--- src/rtl/tm_buffer_drain_if.sv ---
`default_nettype none
// ----------------------------------------------------------------------------
// tm_buffer_drain_if : tile-buffer read port plus output word stream
// Rev 1.0
// ----------------------------------------------------------------------------
`ifndef Tm
`define Tm 4
`endif
`ifndef FEATURE_WIDTH
`define FEATURE_WIDTH 16
`endif

interface tm_buffer_drain_if #(
  parameter int Tm            = `Tm,
  parameter int FEATURE_WIDTH = `FEATURE_WIDTH,
  parameter int ADDR_WIDTH    = 8
);
  logic                        buf_rd_en;
  logic [ADDR_WIDTH-1:0]       buf_rd_addr;
  logic [Tm*FEATURE_WIDTH-1:0] buf_rd_data;
  logic                        out_valid;
  logic [Tm*FEATURE_WIDTH-1:0] out_data;
  logic                        out_ready;

  modport master (
    output buf_rd_en, buf_rd_addr, out_valid, out_data,
    input  buf_rd_data, out_ready
  );

  modport slave (
    input  buf_rd_en, buf_rd_addr, out_valid, out_data,
    output buf_rd_data, out_ready
  );
endinterface

`default_nettype wire

--- src/rtl/tm_buffer_drain.sv ---
`default_nettype none
// ----------------------------------------------------------------------------
// tm_buffer_drain : lock-step reader of Tm tile buffers into a 4-deep stream
// FIFO. Optional ReLU on the FIFO write side via DRAIN_RELU_EN.  Rev 1.0
// ----------------------------------------------------------------------------
`ifndef Tm
`define Tm 4
`endif
`ifndef FEATURE_WIDTH
`define FEATURE_WIDTH 16
`endif

module tm_buffer_drain #(
  parameter int Tm            = `Tm,
  parameter int FEATURE_WIDTH = `FEATURE_WIDTH,
  parameter int ADDR_WIDTH    = 8
) (
  input  logic                  clk,
  input  logic                  rst,
  input  logic                  start,
  input  logic [ADDR_WIDTH:0]   depth,
  output logic                  busy,
  output logic                  done,
  output logic [ADDR_WIDTH:0]   word_count,
  tm_buffer_drain_if.master     bus
);

  localparam int C_WORD_W = Tm * FEATURE_WIDTH;

  localparam logic [1:0] C_IDLE  = 2'd0;
  localparam logic [1:0] C_READ  = 2'd1;
  localparam logic [1:0] C_FLUSH = 2'd2;
  localparam logic [1:0] C_DONE  = 2'd3;

  logic [1:0]            state_q, state_d;
  logic [ADDR_WIDTH:0]   depth_q, depth_d;
  logic [ADDR_WIDTH-1:0] addr_q, addr_d;
  logic                  inflight_q, inflight_d;
  logic [ADDR_WIDTH:0]   wc_q, wc_d;
  logic [1:0]            wr_ptr_q, wr_ptr_d;
  logic [1:0]            rd_ptr_q, rd_ptr_d;
  logic [2:0]            cnt_q, cnt_d;
  logic [C_WORD_W-1:0]   mem_q [4];
  logic [C_WORD_W-1:0]   mem_d [4];

  logic                  w_issue;
  logic                  w_push;
  logic                  w_pop;
  logic [ADDR_WIDTH:0]   w_last_idx;
  logic [C_WORD_W-1:0]   w_push_data;

  function automatic logic [C_WORD_W-1:0] lane_filter(input logic [C_WORD_W-1:0] w);
    lane_filter = w;
`ifdef DRAIN_RELU_EN
    for (int i = 0; i < Tm; i++) begin
      if (w[i*FEATURE_WIDTH + FEATURE_WIDTH - 1]) begin
        lane_filter[i*FEATURE_WIDTH +: FEATURE_WIDTH] = '0;
      end
    end
`endif
  endfunction

  // Credit check ignores a same-cycle pop so that at most 3 words are ever owed to the FIFO.
  always_comb begin
    w_issue     = (state_q == C_READ) &&
                  (({1'b0, cnt_q} + {3'b000, inflight_q}) <= 4'd2);
    w_push      = inflight_q;
    w_pop       = (cnt_q != 3'd0) && bus.out_ready;
    w_last_idx  = depth_q - 1'b1;
    w_push_data = lane_filter(bus.buf_rd_data);
  end

  always_comb begin
    state_d    = state_q;
    depth_d    = depth_q;
    addr_d     = w_issue ? addr_q + 1'b1 : addr_q;
    inflight_d = w_issue;
    wc_d       = wc_q + (ADDR_WIDTH+1)'(w_pop);
    wr_ptr_d   = wr_ptr_q + 2'(w_push);
    rd_ptr_d   = rd_ptr_q + 2'(w_pop);
    cnt_d      = cnt_q + 3'(w_push) - 3'(w_pop);
    for (int i = 0; i < 4; i++) begin
      mem_d[i] = mem_q[i];
    end
    if (w_push) begin
      mem_d[wr_ptr_q] = w_push_data;
    end

    case (state_q)
      C_IDLE: begin
        if (start) begin
          depth_d = depth;
          addr_d  = '0;
          wc_d    = '0;
          state_d = (depth == '0) ? C_DONE : C_READ;
        end
      end
      C_READ: begin
        if (w_issue && (addr_q == w_last_idx[ADDR_WIDTH-1:0])) begin
          state_d = C_FLUSH;
        end
      end
      // Look at next-cycle occupancy and count so done follows the final handshake directly.
      C_FLUSH: begin
        if (!inflight_q && (cnt_d == 3'd0) && (wc_d == depth_q)) begin
          state_d = C_DONE;
        end
      end
      default: begin
        state_d = C_IDLE;
      end
    endcase
  end

  always_ff @(posedge clk or negedge rst) begin
    if (!rst) begin
      state_q    <= C_IDLE;
      depth_q    <= '0;
      addr_q     <= '0;
      inflight_q <= 1'b0;
      wc_q       <= '0;
      wr_ptr_q   <= '0;
      rd_ptr_q   <= '0;
      cnt_q      <= '0;
      for (int i = 0; i < 4; i++) begin
        mem_q[i] <= '0;
      end
    end else begin
      state_q    <= state_d;
      depth_q    <= depth_d;
      addr_q     <= addr_d;
      inflight_q <= inflight_d;
      wc_q       <= wc_d;
      wr_ptr_q   <= wr_ptr_d;
      rd_ptr_q   <= rd_ptr_d;
      cnt_q      <= cnt_d;
      for (int i = 0; i < 4; i++) begin
        mem_q[i] <= mem_d[i];
      end
    end
  end

  always_comb begin
    busy            = (state_q == C_READ) || (state_q == C_FLUSH);
    done            = (state_q == C_DONE);
    word_count      = wc_q;
    bus.buf_rd_en   = w_issue;
    bus.buf_rd_addr = addr_q;
    bus.out_valid   = (cnt_q != 3'd0);
    bus.out_data    = (cnt_q != 3'd0) ? mem_q[rd_ptr_q] : '0;
  end

endmodule

`default_nettype wire

--- src/flat_wrapper.sv ---
// flat-port wrapper written by rule: the top's interface ports become plain ports
module tm_buffer_drain_flat 
#(
  parameter int Tm            = `Tm,
  parameter int FEATURE_WIDTH = `FEATURE_WIDTH,
  parameter int ADDR_WIDTH    = 8
)
  (clk, rst, start, depth, busy, done, word_count, bus_buf_rd_en, bus_buf_rd_addr, bus_out_valid, bus_out_data, bus_buf_rd_data, bus_out_ready);
  tm_buffer_drain_if #(.Tm(Tm), .FEATURE_WIDTH(FEATURE_WIDTH), .ADDR_WIDTH(ADDR_WIDTH)) bus_i ();
  input  logic clk;
  input  logic rst;
  input  logic start;
  input  logic [ADDR_WIDTH:0] depth;
  output logic busy;
  output logic done;
  output logic [ADDR_WIDTH:0] word_count;
  output wire logic [$bits(bus_i.buf_rd_en)-1:0] bus_buf_rd_en;
  output wire logic [$bits(bus_i.buf_rd_addr)-1:0] bus_buf_rd_addr;
  output wire logic [$bits(bus_i.out_valid)-1:0] bus_out_valid;
  output wire logic [$bits(bus_i.out_data)-1:0] bus_out_data;
  input wire logic [$bits(bus_i.buf_rd_data)-1:0] bus_buf_rd_data;
  input wire logic [$bits(bus_i.out_ready)-1:0] bus_out_ready;
  assign bus_buf_rd_en = bus_i.buf_rd_en;
  assign bus_buf_rd_addr = bus_i.buf_rd_addr;
  assign bus_out_valid = bus_i.out_valid;
  assign bus_out_data = bus_i.out_data;
  assign bus_i.buf_rd_data = bus_buf_rd_data;
  assign bus_i.out_ready = bus_out_ready;
  tm_buffer_drain #(.Tm(Tm), .FEATURE_WIDTH(FEATURE_WIDTH), .ADDR_WIDTH(ADDR_WIDTH)) u_core (.clk(clk), .rst(rst), .start(start), .depth(depth), .busy(busy), .done(done), .word_count(word_count), .bus(bus_i));
endmodule
--- config.mk ---
export PLATFORM = sky130hd
export DESIGN_NAME = tm_buffer_drain_flat
export DESIGN_NICKNAME = d
export VERILOG_FILES = /design/src/rtl/tm_buffer_drain_if.sv /design/src/rtl/tm_buffer_drain.sv /design/src/flat_wrapper.sv
export SDC_FILE = /design/constraint.sdc
export NUM_CORES = 1
export LEC_CHECK = 0
export ABC_AREA = 1
export CORE_ASPECT_RATIO = 0.8
export CORE_MARGIN = 4
export CORE_UTILIZATION = 31
export DETAILED_ROUTE_END_ITERATION = 8
export SETUP_SLACK_MARGIN = 0.02
export SLEW_MARGIN = 5
export SYNTH_ARGS = -nofsm -noshare
export SYNTH_HDL_FRONTEND = slang
export SYNTH_SLANG_ARGS = --single-unit
--- constraint.sdc ---
create_clock -name clk -period 3.9 [get_ports clk]
set_input_delay 0.78 -clock clk [delete_from_list [all_inputs] [get_ports clk]]
set_output_delay 0.78 -clock clk [all_outputs]
set_load 0.05 [all_outputs]
==> key figures <==
Synthesis
  – Largest family of logic cells by synthesized area: simple AND/OR/NAND/NOR gates
  – #FFs+latches synth: 292
  – Post-synthesis mux area share: 0
  – Post-Syn Instances: 1691
  – Synth Cell Area: 13500 um2
  – Compound-Gate Fraction of Synth Area: 0.177
  – Post-Synth Adder-Cell Area: 0.0153
  – Syn_area_per_cell: 8.00 um2
  – Synth Area in XOR/XNOR: 0.00878
  – Register area share after synthesis: 0.540
  – Syn nets: 1784
  – Synth cell types: 29
  – YS warnings: 0
  – Fraction of the mapped netlist area in simple logic gates: 0.196

Critical path
  – Crit-path max FO: 8
  – Setup crit start: u_core.inflight_q
  – Slowest cell on the critical path: clkdlybuf4s50_1
  – Crit path max-delay family: buffers and inverters
  – CP required: 3120 ps
  – CP peak stage delay: 850 ps
  – Critical path type: reg2out
  – CP dominant cell by count: ha_1
  – Worst r2r src: u_core.cnt_q[1]
  – Buf/Inv on CP: 1
  – Chain of cells forming the critical path: ha_1, ha_1, nand2_1, nand3_2, nor2_4, clkdlybuf4s50_1
  – Critical path arrival: 2860 ps
  – Worst setup EP type: output port
  – Startpoint Class: flip-flop

Route
  – Post-route ant nets: 0
  – Iter 0 DRT Violations: 903
  – WL final: 37600 um
  – Via/cell ratio: 4.85
  – Number of vias in the routed layout: 11600
  – Avg WL per Cell: 15.8 um
  – Drt first pass iters: 6
  – DR DRC count: 0

Job
  – Max-cap viol count: 0

Final layout
  – Layout area overhead: 23.0%
  – Final Util: 0.386
  – Layout cell share with drive strength beyond 1: 0.0878
  – Most frequent cells in the layout: o21ai_0, nand2_1, nor2_1
  – N_diodes: 0
  – # fillers: 4435
  – Nets: 1892
  – Most common cell after layout, fill and taps aside: o21ai_0

Power
  – Worst VDD drop: 618 uV
  – Seq pwr share: 0.312
  – Power, Total: 17600 uW
  – Sw Pwr: 8300 uW
  – Comb power frac: 0.505
  – Leakage: 0.00791 uW
  – Switch share: 0.472
  – PwrDens: 1060 nW/um2
  – Internal Power: 9280 uW
  – Clock share of power: 0.183

Die
  – Die Area: 47100 um2
  – Initial Utilization: 0.314
  – Die Width: 242 um
  – Io pins: 162
  – Core box area: 43100 um2
  – Chip height: 195 um
  – Row Count: 68

Clock tree
  – Worst-path clk slew: 50 ps
  – PostCTS Resize Cnt: 0
  – CTS Hold Bufs: 0
  – Post-CTS setup repair buffer count: 0
  – Clock Sinks: 292
  – Worst skew pair latency: 510 ps
  – CTS tree: yes
  – Clk root buf: clkbuf_16
  – Clock H-tree levels: 2
  – Max Buffers Root-to-Sink: 3
  – Total CTS buffers: 35

Global routing
  – Vias in the first global route: 11600
  – Tot GR Track Use: 0.160
  – First-pass GRT wire length: 62100 um
  – Initial antenna violation count: 0
  – Total gr overflow: 0
  – Largest net degree at the start of global routing: 88

Timing
  – Fmax achieved: 0.275 GHz
  – RSZ-0062 raised after global routing: false
  – Setup TNS: 0 ps
  – Final setup violation count: 0
  – Relative slew margins: 0.344
  – Final slew viol count: 0
  – Clk_skew: 11.1 ps
  – Final period util: 0.934
  – Final min period: 3640 ps
  – Slew @ Worst Pin: 984 ps
  – Final hold violation count: 0

Placement
  – Global placer's final weighted congestion: 0.823
  – Dpl hpwl: 22400 um
  – PortBufs: 161

Hold path
  – HP Class: in2async

Run status
  – Status: completed
[Yosys cell counts, drive strengths merged]
| master | instances | area [um2] |
|---|---|---|
| xnor3 | 1 | 22.5 |
| nor4 | 1 | 6.26 |
| nand3 | 27 | 155 |
| nand3b | 1 | 7.51 |
| a21oi | 72 | 364 |
| o21bai | 2 | 15.0 |
| xnor2 | 6 | 52.6 |
| nand4 | 2 | 12.5 |
| xor2 | 5 | 43.8 |
| clkbuf | 74 | 278 |
| nor2 | 299 | 1150 |
| nor3 | 4 | 30.0 |
| a21boi | 1 | 7.51 |
| nand2 | 340 | 1290 |
| fa | 1 | 20.0 |
| buf | 33 | 148 |
| o21ai | 400 | 2000 |
| inv | 115 | 432 |
| ha | 15 | 188 |
| dfrtp | 292 | 7310 |
[logic make-up after synthesis]
family	after synthesis
xor gates and xnor gates	12
and+or+nand+nor	674
DFF	292
AOI/OAI and AO/OA	475
buffers and inverters	222
adders and majority gates	16
[through the flow]
step                std cells  setup slack [ps]  hold slack [ps]  cell area [um2]
floorplan                1691              1020              448            13500
global placement         2322               389              460            15500
detailed placement       2322               357              468            15500
CTS                      2382               206              255            16600
global route             2382              69.7              298            16600
finish                   2382               257              248            16600
[power groups by stage]
stage	logic (uW)	clock network (uW)	registers, uW
2_1_floorplan	6350	0	5280
3_3_place_gp	8840	0	5440
3_5_place_dp	8950	0	5500
4_1_cts	8980	3340	5470
5_1_grt	9830	3460	5670
6_report	8870	3220	5480
[state kept, by name, summed over array words and instances (netlist names)]
register / flops
u_core.mem_q: 256
u_core.depth_q: 9
u_core.word_count: 9
u_core.bus.buf_rd_addr: 8
u_core.cnt_q: 3
u_core.rd_ptr_q: 2
u_core.state_q: 2
u_core.wr_ptr_q: 2
u_core.inflight_q: 1
[layout make-up]
type	count	area, um2	share of cell area
sequential	292	7310	0.439
clock inverter	3	46.3	0.00278
timing repair buffer	178	1650	0.0989
tap	560	701	0.0421
multi-input combinational	1177	5410	0.325
inverter	115	433	0.0260
clock buffer	57	1090	0.0656
[metal layers]
layer	global-route usage	vias up	share of wire
met1	0.219	5570	0.46
met2	0.265	272	0.47
li1	-	5657	-
met3	0.0255	61	0.049
met4	0.0419	0	0.021
met5	0	-	0
[path summary, 6_finish.rpt]
check	endpoint	slack, ps	cells after the start
setup / recovery	bus_buf_rd_en	260	6
hold / removal	u_core.bus.buf_rd_addr[5]	250	1
setup reg to reg	u_core.state_q[0]	1070	18
hold reg to reg	u_core.mem_q[18]	480	2
max in group asynchronous	u_core.mem_q[29]	2700	2
min in group clk	u_core.mem_q[18]	480	2
Note: power is estimated with default switching activity, not from simulation.
==> variant 1 (config.mk and constraints unchanged) <==
Add a define of `DRAIN_RELU_EN`.
--- a/src/rtl/tm_buffer_drain.sv
+++ b/src/rtl/tm_buffer_drain.sv
@@ -4,4 +4,6 @@
 // FIFO. Optional ReLU on the FIFO write side via DRAIN_RELU_EN.  Rev 1.0
 // ----------------------------------------------------------------------------
+`define DRAIN_RELU_EN
+
 `ifndef Tm
 `define Tm 4
Function: changed (a bounded check fails within 4 cycles, from zero or initial values and one cycle with rst low).
==> variant 1 against the original RTL <==
- sequential share of layout area decreased by 3.1 points
- worst hold slack got worse by 5.3 ps
- fmax increased by 2.3%
- power decreased by 2.2%
- sequential power decreased by 13%
- sequential cell count decreased by 16
- via count decreased by 5.8%
- area after synthesis decreased by 0.49%
- cell area increased by 1.8%
- routed wire length decreased by 3.7%
- worst setup slack improved by 82 ps
- largest cell class unchanged
==> variant 1: results (changes against the original RTL) <==
Layout:
- The number of flip-flops in the largest register is 240 (-6.3%).
- The fraction of cell area in non-clock buffers was 0.126 (+0.0271).
- The final design instance area without fill came to 0.0169 mm² (+1.8%).
- The multi-input combinational gate total is 949 (-19%).
- The area of the multi-input gates is 0.00533 mm² (-1.5%).
- The register fraction of the total cell area is 0.408 (-0.0312).
- The fraction of area in clock buffers and inverters was 0.0585 (-0.00983).
- The fill cell total of the finished layout is 4,246 (-4.3%).
- The proportion of layout cells with a drive suffix above 1 is 0.146 (+0.0586).

Detailed routing:
- The violation count after the first detailed-routing iteration is 713 (-21%).
- The number of iterations in the first detailed-routing pass was 5 (-1).
- The total wirelength of the detailed-routed design is 36,200 µm (-3.7%).
- The detail-routed net length per standard cell came to 16.1 µm (+2.1%).

Worst setup path:
- The data arrival time of the worst path is 2780 ps (-80 ps).
- The largest fanout of any net on the critical path was 7 (-1).

Placement:
- The half-perimeter wire length after detailed placement is 22,500 µm (+0.55%).
- The last weighted congestion value of the routability-driven placer is 0.799 (-3.0%).
- The instance area at placement is 0.0159 mm² (+2.8%).
- The count of buffers from port buffering is 157 (-2.5%).

Logic synthesis:
- Ranked by instance count, the synthesized netlist is headed by sky130_fd_sc_hd__dfrtp_1 (276), sky130_fd_sc_hd__o21ai_0 (256), sky130_fd_sc_hd__inv_1 (227).
- The part of the Yosys area used for sequential elements is 0.513 (-0.0271).
- In the post-synthesis netlist, the biggest area contributors are sky130_fd_sc_hd__dfrtp_1 (51%), sky130_fd_sc_hd__o21ai_0 (9.5%), sky130_fd_sc_hd__mux2_2 (8.9%).
- The post-synthesis instance total is 1,546 (-8.6%).
- The number of distinct library cells after synthesis is 30 (+3.4%).

STA:
- The slew at the pin closest to its max-slew limit is 772 ps (-212 ps).
- The final worst clock skew is 16.9 ps (+5.86 ps).

Status:
- The flow ran to the end, and the final reports show no timing, DRC or antenna violations.

Power and ir drop:
- The static leakage came to 0.00786 µW (-0.66%).

Clocking:
- The maximum level of the CTS H-tree is 1 (-1).
- The total CTS buffers is 30 (-14%).
- The clock network latency to the later pin of the worst-skew pair is 560 ps (+50 ps).

Global routing:
- The wire length of the first global-routing pass is 58,500 µm (-5.7%).
- The pin count of the biggest net entering global routing came to 92 (+4.5%).
- The combined global-route utilization of all metal layers is 0.152 (-0.00723).
==> variant 1: per-layer routing <==
| metal | vias up | GRT usage | share of wire |
|---|---|---|---|
| li1 | 5236 | - | - |
| met1 | 5335 | 0.212 | 0.47 |
| met2 | 285 | 0.253 | 0.47 |
| met3 | 37 | 0.0260 | 0.048 |
| met4 | 0 | 0.0287 | 0.014 |
| met5 | - | 0 | 0 |
==> variant 1: where the power goes <==
group | switching [µW] | internal (µW)
Sequential | 612 | 4170
Combinational | 5860 | 3680
Clock | 1160 | 1710
==> variant 1: critical path, stage by stage (launching register included) <==
cell	delay, ps
sky130_fd_sc_hd__dfrtp_1	420
sky130_fd_sc_hd__ha_1	240
sky130_fd_sc_hd__ha_1	280
sky130_fd_sc_hd__nand2_1	70
sky130_fd_sc_hd__nand3_1	90
sky130_fd_sc_hd__nor2_2	250
sky130_fd_sc_hd__clkdlybuf4s50_1	880
==> variant 1: logic make-up (layout without fill, tap and decap cells) <==
family          Yosys count  in the layout  share of synthesized area
xor+xnor                  8              8                    0.00520
buf+inv                 324            462                     0.0942
other cells               1              4                   0.000278
simple gates            353            353                      0.104
mux                     120            120                      0.100
fa+ha+maj                16             16                     0.0154
compound gates          448            448                      0.167
flops                   276            276                      0.513
==> variant 1: final timing paths <==
| path | start | to | slack, ps | cells past startpoint |
|---|---|---|---|---|
| max in group asynchronous | rst | u_core.mem_q[64] | 2770 | 2 |
| worst max-delay path | u_core.cnt_q[0] | bus_buf_rd_en | 340 | 6 |
| worst min register to register | u_core.mem_q[3] | u_core.mem_q[3] | 480 | 1 |
| worst max register to register | u_core.cnt_q[1] | u_core.state_q[0] | 1070 | 18 |
| worst min-delay path | rst | u_core.mem_q[243] | 240 | 1 |
| min in group clk | u_core.mem_q[3] | u_core.mem_q[3] | 480 | 1 |
==> variant 2 (same settings) <==
Without the edit above. Put a register stage on the output `word_count`. The value now appears one clock later. The other outputs are not delayed to match.
--- a/src/rtl/tm_buffer_drain.sv
+++ b/src/rtl/tm_buffer_drain.sv
@@ -32,4 +32,6 @@
   localparam logic [1:0] C_FLUSH = 2'd2;
   localparam logic [1:0] C_DONE  = 2'd3;
+
+  logic [ADDR_WIDTH:0] word_count_d;
 
   logic [1:0]            state_q, state_d;
@@ -144,5 +146,5 @@
     busy            = (state_q == C_READ) || (state_q == C_FLUSH);
     done            = (state_q == C_DONE);
-    word_count      = wc_q;
+    word_count_d    = wc_q;
     bus.buf_rd_en   = w_issue;
     bus.buf_rd_addr = addr_q;
@@ -151,4 +153,8 @@
   end
 
+  always_ff @(posedge clk) begin
+    word_count <= word_count_d;
+  end
+
 endmodule
 
Function: changed (Yosys sat finds a counterexample within 10 cycles, from zero or initial values and one cycle with rst low).
==> variant 2 against the original RTL <==
- global-route usage is 0.38 points lower
- sequential share of layout area is 0.32 points lower
- largest power group unchanged
- utilization is 0.93 points higher
- worst hold slack worse by 1.8 ps
- clock skew is 5.8 ps higher
- clock power is 15% higher
- critical path type unchanged
- synthesized cell count is 0.47% higher
- worst setup slack worse by 27 ps
- cell area is 3.2% higher
- highest routed layer unchanged
- power is 4.0% higher
- area after synthesis is 1.4% higher
- routed wire length is 0.34% higher
- sequential cell count is 9 higher
==> variant 2: results (changes against the original RTL) <==
Global routing:
- The number of antenna violations at the first check in global routing is 0 (unchanged).
- The wire length of the first global-routing pass is 61,300 µm (-1.2%).
- The combined global-route utilization of all metal layers is 0.156 (-0.00384).
- The pin count of the biggest net entering global routing came to 86 (-2.3%).

Placement:
- The instance area at placement was 0.0159 mm² (+2.2%).
- The count of buffers from port buffering is 161 (unchanged).
- The half-perimeter wire length after detailed placement is 23,100 µm (+3.1%).
- The last weighted congestion value of the routability-driven placer came to 0.762 (-7.5%).

Clocking:
- The total CTS buffers was 35 (unchanged).
- The register clock-pin slew on the reported worst setup and hold paths is 60 ps.
- The post-cts sizing count came to 0 (unchanged).
- The clock network latency to the later pin of the worst-skew pair is 530 ps (+20 ps).
- The maximum level of the CTS H-tree is 2 (unchanged).
- The cell at the root of the clock tree is sky130_fd_sc_hd__clkbuf_16.
- The maximum clock insertion buffer count is 3 (unchanged).

Worst setup path:
- The data required time at the worst endpoint was 3120 ps (about the same).
- The critical path starts at u_core.inflight_q.
- The worst register-to-register path begins at u_core.cnt_q[1].
- The logic depth of the worst register-to-register path is 18 (unchanged).
- The largest fanout of any net on the critical path is 10 (+2).

Min path:
- The worst hold path class is input port to asynchronous set/reset pin.

Detailed routing:
- The detail-routed net length per standard cell is 15.5 µm (-1.9%).
- The via count of the routed design was 11,518 (-0.36%).
- The number of iterations in the first detailed-routing pass came to 5 (-1).
- The remaining routing DRC violations is 0 (unchanged).
- The violation count after the first detailed-routing iteration is 945 (+4.7%).

Logic synthesis:
- The part of the Yosys area used for sequential elements is 0.545 (+0.00545).
- The number of distinct library cells after synthesis is 34 (+17%).
- The post-synthesis instance total is 1,699 (+0.47%).
- By area the synthesized netlist is led by sky130_fd_sc_hd__dfrtp_1 (53%), sky130_fd_sc_hd__o21ai_0 (14%), sky130_fd_sc_hd__nand2_1 (9.1%).
- The share of Yosys cell area claimed by the top area cell type was 0.532 (-0.00768).
- Sorting the synthesized cells by how often they occur yields sky130_fd_sc_hd__o21ai_0 (396), sky130_fd_sc_hd__nand2_1 (333), sky130_fd_sc_hd__dfrtp_1 (292).
- The number of warnings reported in the yosys synthesis log is 0 (unchanged).
- The post-synthesis net count is 1,792 (+0.45%).
- The share of flip-flops with an asynchronous set or reset after synthesis is 0.970 (-0.0299).

Power and ir drop:
- The maximum vdd ir drop is 0.558 mV (-9.6%).
- The static leakage is 0.00811 µW (+2.6%).

Layout:
- The final antenna diode count was 0 (unchanged).
- The top register by number of flip-flops is u_core.mem_q.
- The proportion of layout cells with a drive suffix above 1 was 0.0825 (-0.00530).
- The library cell used most frequently in the layout, excluding fill and tap cells, is sky130_fd_sc_hd__o21ai_0.
- The number of flip-flops in the largest register is 256 (unchanged).
- The filler-free cell count of the finished design came to 2,437 (+2.3%).
- The net total in the final layout is 1,908 (+0.85%).
- The fill cell total of the finished layout was 4,362 (-1.6%).

Status:
- The flow ran to the end, and the final reports show no timing, DRC or antenna violations.

STA:
- The final cycle utilization of the critical path is 0.941 (+0.00685).
- The final worst clock skew came to 16.8 ps (+5.79 ps).
- The slew at the pin closest to its max-slew limit came to 867 ps (-116 ps).
[variant 2: cell types whose count changed in the layout (fill, tap and decap cells not counted), moves of 4 or more]
cell and delta:
sky130_fd_sc_hd__clkdlybuf4s50_1 +28, sky130_fd_sc_hd__buf_4 -18, sky130_fd_sc_hd__dfxtp_1 +9, sky130_fd_sc_hd__clkbuf_1 -8
sky130_fd_sc_hd__bufinv_16 +7, sky130_fd_sc_hd__inv_6 +5, sky130_fd_sc_hd__clkinv_2 +4, sky130_fd_sc_hd__nor2_1 -4
[variant 2: final cells by class]
class / instances / area, µm² / area share
Timing Repair Buffer: 188 / 1790 / 0.104
Multi-Input combinational cell: 1175 / 5420 / 0.315
Clock buffer: 46 / 997 / 0.0580
Inverter: 114 / 429 / 0.0250
Sequential cell: 301 / 7490 / 0.436
Clock inverter: 18 / 309 / 0.0180
Tap cell: 595 / 744 / 0.0433
[variant 2: layer usage]
layer / wire length [µm] / part of all wire / global-route usage / vias up
met5: 0 / 0 / 0 / -
met4: 732 / 0.019 / 0.0374 / 0
met3: 1900 / 0.050 / 0.0305 / 60
met2: 17000 / 0.45 / 0.253 / 285
met1: 18100 / 0.48 / 0.216 / 5467
li1: - / - / - / 5706
[variant 2: power by group]
group          total, µW  internal (µW)  switching, µW
combinational       8990           2910           6080
clock               3700           2340           1360
sequential          5590           4660            930
total              18300           9910           8370
[variant 2: worst paths after layout]
| path | slack (ps) | to |
|---|---|---|
| max | 230 | bus_buf_rd_en |
| min | 250 | u_core.mem_q[120] |
| max reg2reg | 1030 | u_core.state_q[1] |
| min reg2reg | 390 | u_core.word_count[0] |
| max in group asynchronous | 2740 | u_core.mem_q[151] |
| min in group clk | 390 | u_core.word_count[0] |
[variant 2: cell families after synthesis]
kind of cell,Yosys count,synth area share
adder cells (fa/ha/maj),16,0.0151
XOR/XNOR,14,0.00994
buffers and inverters,223,0.0633
AND/OR/NAND/NOR,671,0.193
AO/OA/AOI/OAI,474,0.173
flip-flops,301,0.545
[variant 2: critical path, stage by stage (launching register included)]
cell	delay [ps]
sky130_fd_sc_hd__dfrtp_1	630
sky130_fd_sc_hd__ha_1	260
sky130_fd_sc_hd__ha_1	230
sky130_fd_sc_hd__nand2_1	80
sky130_fd_sc_hd__nand3_2	90
sky130_fd_sc_hd__nor2_4	220
sky130_fd_sc_hd__clkdlybuf4s50_1	860
[variant 2: through the flow]
step / setup WS, ps / utilization
3_5_place_dp: 413 / 0.365
2_1_floorplan: 1030 / -
3_3_place_gp: 436 / 0.365
6_report: 230 / 0.395
5_1_grt: 55.1 / 0.395
4_1_cts: 109 / 0.395
[variant 2: timing repair]
| item | in CTS | in global routing |
|---|---|---|
| endpoints found under the hold margin | 0 | 0 |
| setup buffers | 0 | 1 |
| endpoints found under the setup margin | 0 | 8 |
| hold buffers | 0 | 0 |
